File: src/rtl/axi4_awch_sender_buf.sv
// Buffered AXI4 write-address sender: accepts or drops slave-side AWs based on the
// translation decision, queues accepted AWs and drives a registered master AW channel.
module axi4_awch_sender_buf #(
    parameter int C_AXI_ADDR_WIDTH  = 32,
    parameter int C_AXI_ID_WIDTH    = 4,
    parameter int C_AXI_USER_WIDTH  = 4,
    parameter int C_FIFO_DEPTH      = 4,
    parameter int C_MAX_OUTSTANDING = 8,
    parameter int C_CNT_WIDTH       = 16,
    localparam int OUT_W = $clog2(C_MAX_OUTSTANDING + 1)
) (
    input  logic                        axi4_aclk,
    input  logic                        axi4_arst,
    input  logic                        trans_accept,
    input  logic                        trans_drop,
    input  logic                        b_done,
    output logic                        trans_sent,
    output logic                        trans_dropped,
    output logic [OUT_W-1:0]            outstanding,
    output logic [C_CNT_WIDTH-1:0]      drop_count,
    input  logic [C_AXI_ID_WIDTH-1:0]   s_axi4_awid,
    input  logic [C_AXI_ADDR_WIDTH-1:0] s_axi4_awaddr,
    input  logic                        s_axi4_awvalid,
    output logic                        s_axi4_awready,
    input  logic [7:0]                  s_axi4_awlen,
    input  logic [2:0]                  s_axi4_awsize,
    input  logic [1:0]                  s_axi4_awburst,
    input  logic                        s_axi4_awlock,
    input  logic [2:0]                  s_axi4_awprot,
    input  logic [3:0]                  s_axi4_awcache,
    input  logic [3:0]                  s_axi4_awregion,
    input  logic [3:0]                  s_axi4_awqos,
    input  logic [C_AXI_USER_WIDTH-1:0] s_axi4_awuser,
    output logic [C_AXI_ID_WIDTH-1:0]   m_axi4_awid,
    output logic [C_AXI_ADDR_WIDTH-1:0] m_axi4_awaddr,
    output logic                        m_axi4_awvalid,
    input  logic                        m_axi4_awready,
    output logic [7:0]                  m_axi4_awlen,
    output logic [2:0]                  m_axi4_awsize,
    output logic [1:0]                  m_axi4_awburst,
    output logic                        m_axi4_awlock,
    output logic [2:0]                  m_axi4_awprot,
    output logic [3:0]                  m_axi4_awcache,
    output logic [3:0]                  m_axi4_awregion,
    output logic [3:0]                  m_axi4_awqos,
    output logic [C_AXI_USER_WIDTH-1:0] m_axi4_awuser
);
    localparam int PTR_W = (C_FIFO_DEPTH > 1) ? $clog2(C_FIFO_DEPTH) : 1;
    localparam int CNT_W = $clog2(C_FIFO_DEPTH + 1);

    typedef struct packed {
        logic [C_AXI_ID_WIDTH-1:0]   id;
        logic [C_AXI_ADDR_WIDTH-1:0] addr;
        logic [7:0]                  len;
        logic [2:0]                  size;
        logic [1:0]                  burst;
        logic                        lock;
        logic [2:0]                  prot;
        logic [3:0]                  cache;
        logic [3:0]                  region;
        logic [3:0]                  qos;
        logic [C_AXI_USER_WIDTH-1:0] user;
    } aw_t;

    typedef enum logic {IDLE, WAIT} state_t;

    state_t            state, state_n;
    aw_t               mem [C_FIFO_DEPTH];
    aw_t               s_pay, head;
    logic [PTR_W-1:0]  wr_ptr, rd_ptr;
    logic [CNT_W-1:0]  count, count_n;
    logic              valid_q, push, pop, space;

    assign s_pay = '{s_axi4_awid, s_axi4_awaddr, s_axi4_awlen, s_axi4_awsize, s_axi4_awburst,
                     s_axi4_awlock, s_axi4_awprot, s_axi4_awcache, s_axi4_awregion,
                     s_axi4_awqos, s_axi4_awuser};

    // Space uses registered state only, so a same-cycle pop or b_done never opens a slot.
    assign space = (count != CNT_W'(C_FIFO_DEPTH)) && (outstanding < OUT_W'(C_MAX_OUTSTANDING));
    assign pop   = valid_q & m_axi4_awready;

    always_comb begin
        state_n        = state;
        s_axi4_awready = 1'b0;
        trans_sent     = 1'b0;
        trans_dropped  = 1'b0;
        push           = 1'b0;
        if (!axi4_arst && s_axi4_awvalid) begin
            if (trans_drop) begin
                s_axi4_awready = 1'b1;
                trans_sent     = 1'b1;
                trans_dropped  = 1'b1;
                state_n        = IDLE;
            end else if (trans_accept || state == WAIT) begin
                if (space) begin
                    s_axi4_awready = 1'b1;
                    trans_sent     = 1'b1;
                    push           = 1'b1;
                    state_n        = IDLE;
                end else begin
                    state_n = WAIT;
                end
            end
        end
    end

    always_comb begin
        count_n = count;
        if (push && !pop)      count_n = count + CNT_W'(1);
        else if (!push && pop) count_n = count - CNT_W'(1);
    end

    always_ff @(posedge axi4_aclk) begin
        if (axi4_arst) begin
            state       <= IDLE;
            wr_ptr      <= '0;
            rd_ptr      <= '0;
            count       <= '0;
            valid_q     <= 1'b0;
            outstanding <= '0;
            drop_count  <= '0;
        end else begin
            state   <= state_n;
            count   <= count_n;
            valid_q <= (count_n != '0);
            if (push) wr_ptr <= wr_ptr + PTR_W'(1);
            if (pop)  rd_ptr <= rd_ptr + PTR_W'(1);
            if (push && !b_done)
                outstanding <= outstanding + OUT_W'(1);
            else if (!push && b_done && outstanding != '0)
                outstanding <= outstanding - OUT_W'(1);
            if (trans_dropped && drop_count != '1)
                drop_count <= drop_count + C_CNT_WIDTH'(1);
        end
    end

    always_ff @(posedge axi4_aclk) begin
        if (push) mem[wr_ptr] <= s_pay;
    end

    // Head entry is a register read; it only changes on the edge that pops it.
    assign head            = mem[rd_ptr];
    assign m_axi4_awvalid  = valid_q;
    assign m_axi4_awid     = head.id;
    assign m_axi4_awaddr   = head.addr;
    assign m_axi4_awlen    = head.len;
    assign m_axi4_awsize   = head.size;
    assign m_axi4_awburst  = head.burst;
    assign m_axi4_awlock   = head.lock;
    assign m_axi4_awprot   = head.prot;
    assign m_axi4_awcache  = head.cache;
    assign m_axi4_awregion = head.region;
    assign m_axi4_awqos    = head.qos;
    assign m_axi4_awuser   = head.user;
endmodule

File: config.mk
export PLATFORM = sky130hd
export DESIGN_NAME = axi4_awch_sender_buf
export DESIGN_NICKNAME = d
export VERILOG_FILES = /design/src/rtl/axi4_awch_sender_buf.sv
export SDC_FILE = /design/constraint.sdc
export NUM_CORES = 1
export LEC_CHECK = 0
export BUFFER_PORTS_ARGS = -buffer_cell sky130_fd_sc_hd__buf_4
export CAP_MARGIN = 20
export CORE_ASPECT_RATIO = 1.25
export CORE_MARGIN = 10
export CORE_UTILIZATION = 32
export CTS_CLUSTER_DIAMETER = 120
export CTS_CLUSTER_SIZE = 25
export DETAILED_ROUTE_END_ITERATION = 6
export PLACE_DENSITY_LB_ADDON = 0.08
export SYNTH_ARGS = -nofsm -noshare
export SYNTH_HDL_FRONTEND = slang
export SYNTH_SLANG_ARGS = --single-unit
File: constraint.sdc
create_clock -name axi4_aclk -period 7.9 [get_ports axi4_aclk]
set_input_delay 1.58 -clock axi4_aclk [delete_from_list [all_inputs] [get_ports axi4_aclk]]
set_output_delay 1.58 -clock axi4_aclk [all_outputs]
set_load 0.03 [all_outputs]
After elaboration in Yosys (flattened, before gate mapping)
Memory sizes are Yosys's and may differ from the RTL's. A register that Yosys moved wholly into a read port is not among the register bits.
Cells that the tools add are included.
{ "totals": {"reg_bits": 29, "latchBits": 0, "ramBits": 276, "romBits": 0, "in_bits": 76, "elab_cells": 56, "mem_count": 1} }
{ "op_classes": {"add_sub_neg": 7, "mul": 0, "div": 0, "n_lt_le_gt_ge": 1, "eq_ne": 2, "shifts": 0, "n_mux": 19, "n_bitwise": 1, "reduce_logical": 18} }
{ "mem_list": {"columns": ["name", "depth", "word_bits", "rd", "rd_clocked_by_memory_dff", "wr", "line", "source"], "rows": [
  ["mem", 4, 69, 1, 1, 1, "68", "aw_t mem [C_FIFO_DEPTH];"]
]} }
{ "op_table": {"columns": ["op", "count"], "rows": [
  ["adder 16 x 1 -> 16 bit (second input constant)", 1],
  ["!= test 16 bit (second input constant)", 1],
  ["two-way mux 1 bit", 13],
  ["logical AND 1 bit", 8],
  ["two-way mux 4 bit", 2],
  ["two-way mux 3 bit", 2],
  ["adder 2 x 1 -> 2 bit (second input constant)", 2],
  ["adder 4 x 1 -> 4 bit (second input constant)", 1],
  ["logical NOT 1 bit", 4],
  ["< comparator 4 bit (second input constant)", 1],
  ["two-way mux 2 bit", 2],
  ["nonzero test 2 bit", 2],
  ["nonzero test 4 bit", 1],
  ["subtractor 4 x 1 -> 4 bit (second input constant)", 1],
  ["adder 3 x 1 -> 3 bit (second input constant)", 1],
  ["!= test 3 bit (second input constant)", 1],
  ["nonzero test 3 bit", 1],
  ["subtractor 3 x 1 -> 3 bit (second input constant)", 1],
  ["AND reduction 2 bit", 1],
  ["bitwise AND 1 bit", 1],
  ["logical OR 1 bit", 1]
]} }

Logic depth before layout (Yosys ltp)
{ "logic_depth": {"ltp_word": 11, "ltp_mapped": 11, "depth_no_buf": 11} }

Worst setup path after synthesis
No wires, ideal clock.
{ "synth_timing": {"path_type": "in2reg", "from": "input trans_drop", "to": "memory mem[0][0] in the netlist's numbering, enable pin", "arrival_time_ns": 4.035, "setup_slack_ns": 3.431, "cell_stages": 3, "path_buffers": 0, "path_cell_list": "a211o_1 nor3_1 and2_1"} }
{ "synth_via": {"elab_chain_len": 4} }
{ "synth_rtl": {"columns": ["element", "line", "source"], "rows": [
  ["start, declared", "15", "input logic trans_drop,"],
  ["two-way mux 1 bit", "89", "if (trans_drop) begin"],
  ["two-way mux 1 bit", "88", "if (!axi4_arst && s_axi4_awvalid) begin"],
  ["two-way mux 1 bit", "138", "if (push) mem[wr_ptr] <= s_pay;"],
  ["two-way mux 1 bit (implied by the code)", "138", null],
  ["end, declared", "68", null]
]} }
Every way passes these cells.

==> impl_metrics.tcl <==
set metrics [dict create \
    status "finished, final reports clean" \
    numCtsBuffers 16 \
    synth_top_flop_cell "edfxtp_1" \
    required_ps 6320 \
    cp_data_arrival_time_ps 2940 \
    synthTopCellsByArea "edfxtp_1 (72%), mux4_2 (13%), dfxtp_1 (5.4%), ha_1 (1.1%), xnor2_1 (0.98%)" \
    finalMaxSlewViolations 0 \
    report.final.setup_viol 0 \
    worst_pin_slew_ps 896 \
    async_flop_share_pct 0 \
    drc 0 \
    path_class "flop to primary output" \
    grt_pass1_wl_um 37600 \
    p_per_area_mw_per_mm2 243 \
    gp_congestion 0.768 \
    tns_ps 0 \
    antenna_left 0 \
    synth_area_per_cell_um2 21.2 \
    clockBufferDepth 3 \
    regArea_mm2 0.00892 \
    finalPower_uw 3400 \
    switchingPower_uw 894 \
    fill_cells 3238 \
    clockRootBuffer "clkbuf_16" \
    grt_usage_pct 11.1 \
    cts_max_level 1 \
    p_comb_share_pct 18.8 \
    p_leak_uw 0.00456 \
    grt_pass1_vias 6267 \
    cts_tree "yes" \
    drive_gt1_share_pct 37.9 \
    holdBufCountCts 0 \
    clk_pin_slew_worst_paths_ps 90 \
    area_growth_pct 20.7 \
    chipWidth_um 190 \
    seqPwrFrac_pct 54.6 \
    wl_per_cell_um 21.2 \
    multi_input_area_mm2 0.00255 \
    crit_fanout 38 \
    cts_setup_buffers 0 \
    peakVddDrop_mv 0.172 \
    cts_resized 0 \
    grt_max_degree 70 \
    syn-num-nets 634 \
    max_freq_ghz 0.221 \
    clk_latency_ps 500 \
    maxCapViolCount 0 \
    hold_class "flop to flop" \
    core_area_mm2 0.0356 \
    synth_top_area_cell "edfxtp_1" \
    synthCells 547 \
    cp-start-kind "flop" \
    slew_headroom_pct 39.8 \
    final_nets 803 \
    dieArea_mm2 0.0442 \
    vias_per_cell 4.74 \
    synth_top_area_share_pct 71.6 \
    worstSetupEndpointType "primary output" \
    post-route-period-util_pct 57.2 \
    synth.distinct_cells 46 \
    clkPwrFrac_pct 26.5 \
    hold_viol 0 \
    fp.dieH_um 233 \
    yosysSeqAreaShare_pct 77.0 \
    antenna_found_initial 4 \
    io_buffer_count 168 \
    num_rows 77 \
    min_period_ps 4520 \
    ios 169 \
    power_switching_share_pct 26.3 \
    synth_area_mm2 0.0116 \
    initial_core_util_pct 32.6 \
    route.vias.total 5688 \
    grt.overflow.total 0 \
    synth_edf_count 276 \
    finalWirelength_um 25400 \
    skew_ps 19.3 \
    dr.pass1.iters 4 \
    cts_sinks 307 \
    ys_seq_elements 307 \
    ys_warn_count 0 \
    dp_hpwl_um 16200 \
    rsz0062_at_grt "false" \
    p_int_uw 2510 \
    drt_iter0_drc 268 \
]
## critical path, cell delays in order (launching register included)
cell and delay, ps:
dfxtp_4 780, buf_4 750, mux4_2 630, buf_4 190
## synth_stat cells, drive strengths merged, types with 2 or more instances
master	count
and3	2
mux2i	6
mux4	69
o211ai	3
a211o	2
nor2	27
nand3	3
a21oi	9
inv	6
nand2	13
clkbuf	10
nand2b	3
and2	6
ha	10
a211oi	3
xnor2	13
o2111ai	2
dfxtp	31
and4	4
xor2	6
nand4	5
nor4	3
edfxtp	276
buf	13
or4	2
nor3	7
## stage by stage
| stage | instances | cell area [um2] | utilization [%] | worst slack [ps] | hold WS, ps |
|---|---|---|---|---|---|
| global route | 1200 | 14000 | 39.3 | 3070 | 527 |
| floorplan | 547 | 11600 | - | 3430 | 469 |
| finish | 1201 | 14000 | 39.3 | 3380 | 503 |
| global placement | 1167 | 13300 | 37.5 | 3610 | 480 |
| CTS | 1199 | 13900 | 39.2 | 3190 | 506 |
| detailed placement | 1171 | 13500 | 37.9 | 3660 | 491 |
## worst paths after layout
| check | start | endpoint | slack [ps] | depth (start not counted) |
|---|---|---|---|---|
| min | wr_ptr[1]$_SDFFE_PP0P_ | wr_ptr[1]$_SDFFE_PP0P_ | 500 | 2 |
| max reg2reg | count[0]$_SDFF_PP0_ | mem[1][60]$_DFFE_PP_ | 4820 | 6 |
| min reg2reg | wr_ptr[1]$_SDFFE_PP0P_ | wr_ptr[1]$_SDFFE_PP0P_ | 500 | 2 |
| max | flop | m_axi4_awprot[0] | 3380 | 3 |
## registers in the layout, summed over array words and instances (netlist names), named ones only
| name | flops |
|---|---|
| mem | 276 |
| drop_count | 16 |
| outstanding | 4 |
| count | 3 |
| rd_ptr | 2 |
| wr_ptr | 2 |
| m_axi4_awvalid | 1 |
| state | 1 |
## cells by family (layout without fill, tap and decap cells)
| group | count (synthesis) | in the layout | synth area share (%) |
|---|---|---|---|
| flip-flops | 307 | 307 | 77.0 |
| multiplexers | 76 | 76 | 14.0 |
| other | 0 | 1 | 0 |
| adder cells (fa/ha/maj) | 11 | 11 | 1.25 |
| buffers and inverters | 29 | 208 | 1.11 |
| AO/OA/AOI/OAI | 26 | 26 | 1.72 |
| XOR/XNOR | 19 | 19 | 1.44 |
| AND/OR/NAND/NOR | 79 | 79 | 3.46 |
## cell usage in the layout, fill, tap and decap left out, drive strengths merged, types with 2 or more instances in the layout
master and n:
a211o 2, a211oi 3, a21oi 9, and2 6, and3 2, and4 4, buf 174, clkbuf 27
dfxtp 31, edfxtp 276, ha 10, inv 7, mux2i 6, mux4 69, nand2 13, nand2b 3
nand3 3, nand4 5, nor2 27, nor3 7, nor4 3, o2111ai 2, o211ai 3, or4 2
xnor2 13, xor2 6
## routing by layer
metal	wire, um	track usage [%]	vias to the layer above	part of all wire (%)
met1	10300	13.0	2966	41
met4	301	2.14	6	1.2
met2	12900	19.5	124	51
met5	39	0	-	0.15
met3	1820	3.58	26	7.1
li1	-	-	2566	-
## power groups by stage
| stage | Sequential, uW | Clock, uW | Combinational [uW] |
|---|---|---|---|
| 6_report | 1860 | 902 | 640 |
| 5_1_grt | 1870 | 1000 | 687 |
| 4_1_cts | 1870 | 947 | 651 |
| 3_5_place_dp | 1900 | 0 | 648 |
| 3_3_place_gp | 1900 | 0 | 638 |
| 2_1_floorplan | 1880 | 0 | 423 |
## final cells by class
| cell class | instances | area share (%) |
|---|---|---|
| Inverter | 6 | 0.161 |
| Multi-Input combinational cell | 211 | 18.2 |
| Clock inverter | 1 | 0.143 |
| Timing Repair Buffer | 174 | 10.1 |
| Tap cell | 474 | 4.25 |
| Sequential cell | 307 | 63.8 |
| Antenna cell | 1 | 0.0179 |
| Clock buffer | 27 | 3.31 |
No activity file was read; power rests on OpenSTA's default activity.
